==> src/rtl/instruction_fetch_unit_pkg.sv <==
// Shared constants for the instruction fetch unit.
//   XLEN / PC_BITWIDTH  : default instruction and program-counter widths
//   FETCH_QUEUE_DEPTH   : default prefetch queue depth (power of two, >= 2)
//   START_ADDR_DEFAULT  : default PC after reset
//   INSTR_BYTES         : byte stride between consecutive instruction words
package instruction_fetch_unit_pkg;
  localparam int unsigned XLEN               = 32;
  localparam int unsigned PC_BITWIDTH        = 32;
  localparam int unsigned FETCH_QUEUE_DEPTH  = 2;
  localparam logic [31:0] START_ADDR_DEFAULT = 32'h0000_0000;
  localparam int unsigned INSTR_BYTES        = 4;
endpackage

==> src/rtl/instruction_fetch_unit_queue.sv <==
// Prefetch queue: synchronous FIFO of {PC, IR} entries.
//   clk, sync_reset : clock, synchronous active-high reset
//   i_push, i_data  : write one entry
//   i_pop           : drop the head entry
//   i_flush         : empty the queue (push/pop ignored that cycle)
//   o_data          : head entry (meaningless when o_empty)
//   o_empty, o_full : occupancy flags
//   o_count         : number of buffered entries
module instruction_fetch_unit_queue
  import instruction_fetch_unit_pkg::*;
#(
  parameter int unsigned DEPTH = FETCH_QUEUE_DEPTH,
  parameter int unsigned W     = XLEN + PC_BITWIDTH
) (
  input  logic                       clk,
  input  logic                       sync_reset,
  input  logic                       i_push,
  input  logic [W-1:0]               i_data,
  input  logic                       i_pop,
  input  logic                       i_flush,
  output logic [W-1:0]               o_data,
  output logic                       o_empty,
  output logic                       o_full,
  output logic [$clog2(DEPTH):0]     o_count
);
  localparam int unsigned AW = $clog2(DEPTH);
  localparam int unsigned CW = AW + 1;

  logic [W-1:0]  r_mem [DEPTH];
  logic [AW-1:0] r_rd;
  logic [AW-1:0] r_wr;
  logic [CW-1:0] r_count;

  // Pointers wrap naturally because DEPTH is a power of two.
  always_ff @(posedge clk) begin
    if (sync_reset || i_flush) begin
      r_rd    <= '0;
      r_wr    <= '0;
      r_count <= '0;
    end else begin
      if (i_push) r_wr <= r_wr + AW'(1);
      if (i_pop)  r_rd <= r_rd + AW'(1);
      r_count <= r_count + CW'(i_push) - CW'(i_pop);
    end
  end

  always_ff @(posedge clk) begin
    if (i_push && !i_flush && !sync_reset) r_mem[r_wr] <= i_data;
  end

  assign o_data  = r_mem[r_rd];
  assign o_empty = (r_count == '0);
  assign o_full  = (r_count == CW'(DEPTH));
  assign o_count = r_count;

  // Credit gating upstream must make these impossible.
  always_ff @(posedge clk) begin
    if (!sync_reset && !i_flush) begin
      assert (!(i_push && o_full && !i_pop)) else $error("fetch queue overflow");
      assert (!(i_pop && o_empty)) else $error("fetch queue underflow");
    end
  end
endmodule

==> src/rtl/instruction_fetch_unit.sv <==
// Instruction fetch unit: issues in-order word reads, buffers returned
// instructions tagged with their PC, and presents them to decode. A redirect
// flushes the queue and marks every still-outstanding response as stale.
//   clk, sync_reset         : clock, synchronous active-high reset
//   fetch_enable            : permit new memory requests
//   jump_enable, jump_addr  : one-cycle redirect from execute
//   mem_req/mem_addr/mem_gnt: request channel (word address, 4-aligned)
//   mem_rvalid/mem_rdata    : in-order response channel
//   decode_ready            : decode consumes the head entry
//   enable_out/IR_out/PC_out: head entry presented to decode
module instruction_fetch_unit
  import instruction_fetch_unit_pkg::*;
#(
  parameter int unsigned XLEN        = instruction_fetch_unit_pkg::XLEN,
  parameter int unsigned PC_BITWIDTH = instruction_fetch_unit_pkg::PC_BITWIDTH,
  parameter int unsigned QUEUE_DEPTH = FETCH_QUEUE_DEPTH,
  parameter logic [PC_BITWIDTH-1:0] START_ADDR = PC_BITWIDTH'(START_ADDR_DEFAULT)
) (
  input  logic                   clk,
  input  logic                   sync_reset,
  input  logic                   fetch_enable,
  input  logic                   jump_enable,
  input  logic [PC_BITWIDTH-1:0] jump_addr,
  output logic                   mem_req,
  output logic [PC_BITWIDTH-1:0] mem_addr,
  input  logic                   mem_gnt,
  input  logic                   mem_rvalid,
  input  logic [XLEN-1:0]        mem_rdata,
  input  logic                   decode_ready,
  output logic                   enable_out,
  output logic [XLEN-1:0]        IR_out,
  output logic [PC_BITWIDTH-1:0] PC_out
);
  localparam int unsigned CW = $clog2(QUEUE_DEPTH) + 1;
  localparam logic [PC_BITWIDTH-1:0] PC_STEP = PC_BITWIDTH'(INSTR_BYTES);

  logic [PC_BITWIDTH-1:0] r_fetch_pc;
  logic [PC_BITWIDTH-1:0] r_resp_pc;
  logic [CW-1:0]          r_outstanding;
  logic [CW-1:0]          r_discard;
  logic [XLEN-1:0]        r_ir_hold;
  logic [PC_BITWIDTH-1:0] r_pc_hold;

  logic [CW-1:0]          w_count;
  logic [CW:0]            w_inflight;
  logic [CW-1:0]          w_out_next;
  logic                   w_req;
  logic                   w_grant;
  logic                   w_dropping;
  logic                   w_push;
  logic                   w_pop;
  logic                   w_empty;
  logic                   w_full;
  logic [PC_BITWIDTH+XLEN-1:0] w_head;
  logic [PC_BITWIDTH-1:0] w_jump_pc;
  logic                   w_unused;

  // Requests only while issued-but-unreturned plus buffered words leave room,
  // so every response that lands is guaranteed a queue slot.
  assign w_inflight = {1'b0, r_outstanding} + {1'b0, w_count};
  assign w_req      = fetch_enable & ~jump_enable & ~sync_reset &
                      (w_inflight < (CW+1)'(QUEUE_DEPTH));
  assign w_grant    = w_req & mem_gnt;
  assign w_out_next = r_outstanding + CW'(w_grant) - CW'(mem_rvalid);

  assign w_dropping = (r_discard != '0);
  assign w_push     = mem_rvalid & ~w_dropping & ~jump_enable;
  assign w_pop      = ~w_empty & decode_ready & ~jump_enable;
  assign w_jump_pc  = {jump_addr[PC_BITWIDTH-1:2], 2'b00};
  assign w_unused   = ^jump_addr[1:0];

  instruction_fetch_unit_queue #(
    .DEPTH (QUEUE_DEPTH),
    .W     (PC_BITWIDTH + XLEN)
  ) u_fetch_queue (
    .clk        (clk),
    .sync_reset (sync_reset),
    .i_push     (w_push),
    .i_data     ({r_resp_pc, mem_rdata}),
    .i_pop      (w_pop),
    .i_flush    (jump_enable),
    .o_data     (w_head),
    .o_empty    (w_empty),
    .o_full     (w_full),
    .o_count    (w_count)
  );

  always_ff @(posedge clk) begin
    if (sync_reset) begin
      r_fetch_pc    <= START_ADDR;
      r_resp_pc     <= START_ADDR;
      r_outstanding <= '0;
      r_discard     <= '0;
      r_ir_hold     <= '0;
      r_pc_hold     <= '0;
    end else begin
      r_outstanding <= w_out_next;
      // Shadow of the head so outputs keep their last value once drained.
      if (!w_empty) begin
        r_ir_hold <= w_head[XLEN-1:0];
        r_pc_hold <= w_head[PC_BITWIDTH+XLEN-1:XLEN];
      end
      if (jump_enable) begin
        r_fetch_pc <= w_jump_pc;
        r_resp_pc  <= w_jump_pc;
        // Everything still outstanding after this cycle belongs to the old
        // stream; this already includes responses a prior redirect marked.
        r_discard  <= w_out_next;
      end else begin
        if (w_grant) r_fetch_pc <= r_fetch_pc + PC_STEP;
        if (mem_rvalid) begin
          if (w_dropping) r_discard <= r_discard - CW'(1);
          else            r_resp_pc <= r_resp_pc + PC_STEP;
        end
      end
    end
  end

  always_ff @(posedge clk) begin
    if (!sync_reset) begin
      assert (w_inflight <= (CW+1)'(QUEUE_DEPTH)) else $error("fetch credit overrun");
      assert (!(w_push && w_full && !w_pop)) else $error("push into full queue");
    end
  end

  assign mem_req    = w_req;
  assign mem_addr   = r_fetch_pc;
  assign enable_out = ~w_empty;
  assign IR_out     = w_empty ? r_ir_hold : w_head[XLEN-1:0];
  assign PC_out     = w_empty ? r_pc_hold : w_head[PC_BITWIDTH+XLEN-1:XLEN];
endmodule

==> config.mk <==
export PLATFORM = sky130hd
export DESIGN_NAME = instruction_fetch_unit
export DESIGN_NICKNAME = d
export VERILOG_FILES = /design/src/rtl/instruction_fetch_unit_pkg.sv /design/src/rtl/instruction_fetch_unit_queue.sv /design/src/rtl/instruction_fetch_unit.sv
export SDC_FILE = /design/constraint.sdc
export NUM_CORES = 1
export LEC_CHECK = 0
export BUFFER_PORTS_ARGS = -buffer_cell sky130_fd_sc_hd__buf_2
export CAP_MARGIN = 20
export CORE_ASPECT_RATIO = 0.5
export CORE_UTILIZATION = 45
export DETAILED_ROUTE_END_ITERATION = 16
export PLACE_DENSITY = 0.66
export SLEW_MARGIN = 10
export SYNTH_ARGS = -nofsm -noshare
export SYNTH_HDL_FRONTEND = slang
export SYNTH_SLANG_ARGS = --single-unit
==> constraint.sdc <==
create_clock -name clk -period 18.4 [get_ports clk]
set_input_delay 2.76 -clock clk [delete_from_list [all_inputs] [get_ports clk]]
set_output_delay 2.76 -clock clk [all_outputs]
set_load 0.01 [all_outputs]
# == Yosys cells after proc, flatten, opt, wreduce, memory -nomap -nowiden ==
# Memory sizes are Yosys's and may differ from the RTL's. A register that Yosys moved wholly into a read port is not among the register bits.
# Cells that the tools add are included.
# totals
regBits,136
ramBits,128
input_bits,71
out_inout_bits,98
mem_count,1
# classes
addsub,10
n_lt_le_gt_ge,1
eq_ne,1
mux,14
bitwise_logic,12
n_reduce_logical,14
# mem_list
memory,words,word_bits,rd,rd_clocked_by_memory_dff,wr,line,text
u_fetch_queue.r_mem,2,64,1,1,1,instruction_fetch_unit_queue.sv:29,logic [W-1:0] r_mem [DEPTH];
# ops
cell,n
2-to-1 mux 32 bit,7
adder 32 x 3 -> 32 bit (second input constant),2
AND 1 bit,8
nonzero test 2 bit,4
2-to-1 mux 2 bit,3
AND reduction 2 bit,3
adder 2 x 1 -> 2 bit,2
2-to-1 mux 1 bit,4
inverter 1 bit,4
subtractor 2 x 1 -> 2 bit,2
adder 2 x 2 -> 3 bit,1
< comparator 3 x 2 -> 1 bit (second input constant),1
adder 1 bit (second input constant),2
logical AND 1 bit,2
logical NOT 1 bit,2
logical NOT 2 bit,1
inequality test 2 bit (second input constant),1
OR reduction 2 bit,1
subtractor 2 x 1 -> 2 bit (second input constant),1
logical OR 1 bit,1

# == Logic depth before layout (Yosys ltp) ==
# logic_depth
word_depth,8
ltp_mapped,15

# == Cells and area by module ==
# A second synthesis with hierarchy kept.
# unflattened
hier_cells,854
area_unflattened_um2,11139.4
# by_module_without_submodules
module,instances,cells_each,area_per_inst_um2
instruction_fetch_unit,1,633,5990.7
instruction_fetch_unit_queue,1,221,5148.7

# == Least setup slack after synthesis ==
# Ideal clock, no wire load.
# synth_path
kind,input to register
startpoint,input jump_enable
endpoint,"memory u_fetch_queue.r_mem[0][0] in the netlist's numbering, enable pin"
setup_ns,0.558
arrival_ns,7.630
required_time_ns,17.842
slack_ns,10.212
path_stages,4
path_buffers,2
path_cell_list,clkbuf_1 or2_2 clkbuf_1 nor3_1
# synth_via
elab_chain_len,6
word_cells_on_any_way,7
cone_classes,mux: 2; bitwise: 2; reduce/logical: 3
# synth_rtl
item,line,text
from (decl),instruction_fetch_unit.sv:22,"input logic jump_enable,"
inverter 1 bit,instruction_fetch_unit.sv:67,assign w_push = mem_rvalid & ~w_dropping & ~jump_enable;
AND 1 bit,instruction_fetch_unit.sv:67,
logical AND 1 bit (*) (2 in series),instruction_fetch_unit_queue.sv:48,if (i_push && !i_flush && !sync_reset) r_mem[r_wr] <= i_data;
2-to-1 mux 1 bit (*),instruction_fetch_unit_queue.sv:48,
2-to-1 mux 1 bit (not written as such) (*),instruction_fetch_unit_queue.sv:48,
to (decl),instruction_fetch_unit_queue.sv:29,
# Mark *: on every way between the ends. The rest lies on a longest branch, timed or not.

# == Final worst setup path ==
# layout_path
startpoint,input jump_enable
endpoint,output mem_req
# layout_via
elab_chain_len,4
# layout_rtl
item,line,text
inverter 1 bit,instruction_fetch_unit.sv:61,assign w_req = fetch_enable & ~jump_enable & ~sync_reset &
AND 1 bit (3 in series),instruction_fetch_unit.sv:61,
to (decl),instruction_fetch_unit.sv:24,"output logic mem_req,"
# Every way passes these cells.

==> flow_summary.rst <==
.. list-table::
   :header-rows: 1

   * - Metric
     - Value
   * - Post-route clock skew
     - 0.01001 ns
   * - Number of routed nets with antenna violations
     - 0
   * - Final-stage net count
     - 1176
   * - Total DRC errors in the routed layout
     - 0
   * - Routed wire length
     - 24180 um
   * - Setup crit end kind
     - output pin
   * - Final weighted congestion in routability-driven placement
     - 0.8768
   * - Area after detailed placement
     - 11620 sq um
   * - Input/output buffers
     - 164
   * - Synth Flop Type
     - sky130_fd_sc_hd__dfxtp_1
   * - Highest routing layer actually used
     - met4
   * - Count of final setup violators
     - 0
   * - Count of cells along the worst hold path
     - 2
   * - Post-layout power
     - 1.271 mW
   * - Number of max-cap violations
     - 0
   * - FP Rows
     - 39
   * - Total Die Area
     - 24120 sq um
   * - Power Density
     - 101.7 nW/um^2
   * - Pint
     - 0.9760 mW
   * - Antenna Diode Count
     - 0
   * - Number of warnings printed during yosys synthesis
     - 0
   * - Routed WL per cell
     - 17.01 um
   * - Inserted Clock Buffers
     - 24
   * - Hold wc startpoint
     - u_fetch_queue.r_rd
   * - Setup fix buffers added after clock tree synthesis
     - 0
   * - Switching Share
     - 23.20%
   * - Maximum ir drop on the vdd rail
     - 0.06448 mV
   * - Hold buffers post-CTS
     - 0
   * - Fin. max-slew vios
     - 0
   * - Detailed Route Iter0 Violations
     - 546
   * - Wire length of the first global-routing pass
     - 37080 um
   * - Share of the cycle needed by the critical path after routing
     - 36.38%
   * - Kind of critical path
     - in -> out
   * - R2r setup slk
     - 14.91 ns
   * - Final Cell Area
     - 12500 sq um
   * - Total overflow reported by the global router
     - 0
   * - Critical Path, Cell by Cell
     - buf_2 -> or2_2 -> nor2_1 -> buf_2
   * - Number of synthesized flops with an enable pin
     - 124
   * - Fraction of synthesis flops using an asynchronous set or reset pin
     - 0%
   * - Clock latency at the later pin of the worst-skew pair
     - 0.53 ns
   * - RR Endpoint
     - r_discard[1]
   * - Critical Path Start Type
     - input pin
   * - CP dominant cell by count
     - sky130_fd_sc_hd__buf_2
   * - Share of layout cells above drive strength 1
     - 20.72%
   * - Clock transition time at the flip-flop clock pins of the worst setup and hold paths
     - 0.06 ns
   * - Fraction of the core area covered by cells at the end of the flow
     - 54.48%
   * - Setup slack after placement
     - 11.71 ns
   * - Count of H-tree levels built during CTS
     - 1
   * - Fmax
     - 149.4 MHz
   * - Data required, critical path
     - 15.64 ns
   * - Combinational cell fraction of total power
     - 7.8%
   * - Clk buf depth
     - 3
   * - Worst hold slack after final layout
     - 0.5101 ns
   * - Stages on worst setup path
     - 4
   * - Clock tree root buffer cell
     - sky130_fd_sc_hd__clkbuf_16
   * - Crit Reg-Reg Startpoint
     - u_fetch_queue.o_count[0]
   * - Height of the die
     - 110.3 um
   * - Status
     - completed
   * - Instance count of the mapped netlist
     - 956
   * - Switching power
     - 0.2948 mW
   * - Hold violation total from the final report
     - 0
   * - Number of cell instances on the worst register-to-register path
     - 13
   * - Tightest Pin Transition
     - 0.9056 ns
   * - Worst-path fanout max
     - 39
   * - Clock power frac
     - 41.8%
   * - Number of standard cells in the layout, taps in and fillers out
     - 1422
   * - Half-perimeter wire length of the detailed placement result
     - 15640 um
   * - Setup Total Neg Slack
     - 0 ns
   * - Cells resized by post-CTS repair
     - 0
   * - Leak pwr
     - 4.607 nW
   * - Clk sink count
     - 257
   * - Data arrival, critical path
     - 3.93 ns
   * - Relative max-transition margin
     - 39.40%
   * - Post-layout worst setup margin
     - 11.71 ns
   * - Layout overhead on the synthesized area
     - 18.32%
   * - Slowest cell on the critical path
     - sky130_fd_sc_hd__or2_2
   * - WP buf/inv
     - 2
   * - # placed instances
     - 1377
   * - Synth Area per Inst
     - 11.05 sq um
   * - Detailed route wirelength on metal3
     - 1268 um
   * - Initial core utilization
     - 46.05%
   * - Shortest clock period the worst path allows after layout
     - 6.693 ns
   * - Hold worst-path end
     - u_fetch_queue.r_rd
   * - Post-synthesis sequential element count
     - 257
   * - Flop pwr share
     - 50.4%
   * - Area of the core region
     - 22930 sq um
   * - Post-Synthesis Cell Area
     - 10560 sq um
   * - Wire length on met2
     - 10820 um
   * - Global-route usage over all layers
     - 19.54%
   * - Slowest stage delay, CP
     - 0.50 ns
   * - RSZ-0062 raised after global routing
     - no
   * - Number of iterations in the first detailed-routing pass
     - 5
   * - Seq/Total Area, Yosys
     - 60.47%
   * - Worst hold path class
     - reg -> reg
   * - Met1 layer wirelength in the final routing
     - 11600 um
   * - Clock tree from TritonCTS
     - yes
   * - Number of top-level pins
     - 169
   * - Horizontal extent of the die
     - 218.7 um
   * - Largest delay share family, worst path
     - simple AND/OR/NAND/NOR gates
   * - Number of distinct library cells after synthesis
     - 58
   * - Vias in the first global route
     - 6995
   * - Pin count of the biggest net entering global routing
     - 77
   * - Via total after detailed routing
     - 7570
   * - Initial antenna violation count
     - 0
   * - Routed vias/inst
     - 5.323
Yosys cell counts, types with 6 or more instances:
cell	instances	area [sq um]
sky130_fd_sc_hd__or3_1	7	43.79
sky130_fd_sc_hd__dfxtp_1	133	2663
sky130_fd_sc_hd__a211oi_1	17	127.6
sky130_fd_sc_hd__and2_1	7	43.79
sky130_fd_sc_hd__o211ai_1	6	45.04
sky130_fd_sc_hd__xor2_1	17	148.9
sky130_fd_sc_hd__inv_1	14	52.55
sky130_fd_sc_hd__and3_1	7	43.79
sky130_fd_sc_hd__edfxtp_1	124	3724
sky130_fd_sc_hd__and4_1	6	52.55
sky130_fd_sc_hd__nor4_1	8	50.05
sky130_fd_sc_hd__a21oi_1	28	140.1
sky130_fd_sc_hd__nor2_1	54	202.7
sky130_fd_sc_hd__xnor2_1	18	157.7
sky130_fd_sc_hd__a31oi_1	19	118.9
sky130_fd_sc_hd__nor3_1	7	35.03
sky130_fd_sc_hd__nand4_1	23	143.9
sky130_fd_sc_hd__o21ai_0	83	415.4
sky130_fd_sc_hd__nand2_1	112	420.4
sky130_fd_sc_hd__nand3_1	23	115.1
sky130_fd_sc_hd__clkbuf_1	45	168.9
sky130_fd_sc_hd__nor2b_1	65	406.6
sky130_fd_sc_hd__ha_1	7	87.58
sky130_fd_sc_hd__mux2i_1	63	630.6
kinds of logic (layout without fill, tap and decap cells):
group,after synthesis,in the layout,share of synthesized area (%)
other cells,1,2,0.03551
buf+inv,73,231,2.831
mux,66,66,6.291
xor+xnor,35,35,2.902
simple gates,343,343,16.87
compound gates,173,173,9.584
fa+ha+maj,8,8,1.019
flops,257,257,60.47
worst max-delay path by stage:
stage	startpoint	endpoint	slack [ns]
CTS	jump_enable	mem_req	11.71
finish	jump_enable	mem_req	11.71
global placement	jump_enable	mem_req	11.69
global route	jump_enable	mem_req	11.62
detailed placement	jump_enable	mem_req	11.71
floorplan	jump_enable	u_fetch_queue.r_mem[0][0]	10.21
power by group through the flow:
stage	registers [mW]	clock network, mW	logic, mW
after detailed placement	0.652	0	0.0987
after global routing	0.643	0.567	0.110
after global placement	0.651	0	0.0959
final	0.640	0.532	0.0990
after CTS	0.640	0.543	0.0994
after floorplan	0.649	0	0.0603
registers in the layout, indices dropped and copies added (netlist names), named ones only:
register               cells
u_fetch_queue.r_wr         1
r_discard                  2
u_fetch_queue.o_count      2
mem_addr                  30
r_ir_hold                 32
u_fetch_queue.r_rd         1
r_resp_pc                 30
r_pc_hold                 32
u_fetch_queue.r_mem      124
r_outstanding              2
cell usage in the layout, fill, tap and decap left out, drive strengths merged, types with 18 or more instances in the layout:
cell type,instances
buf,172
dfxtp,133
edfxtp,124
nand2,113
o21ai,83
nor2b,65
mux2i,63
nor2,55
clkbuf,32
a21oi,28
nand3,25
nand4,23
a31oi,19
xnor2,18
tightest hold or removal path: stages, from the launching register on:
cell and delay [ns]:
sky130_fd_sc_hd__dfxtp_1 0.32, sky130_fd_sc_hd__xor2_1 0.08, sky130_fd_sc_hd__nor2_1 0.07
area by class of cell:
class | count | area, sq um
Clock inverter | 12 | 140.1
Fill cell | 2016 | 10440
Sequential cell | 257 | 6390
Tap cell | 307 | 384.1
Clock buffer | 32 | 711.9
Multi-Input combinational cell | 627 | 3897
Inverter | 15 | 56.30
Timing Repair Buffer | 172 | 915.9
layer usage:
metal / up-vias / track usage (%)
met5: - / 0
met4: 0 / 5.407
met3: 39 / 3.649
met2: 226 / 30.20
met1: 3593 / 28.13
li1: 3712 / -
(Power assumes the default switching activity.)
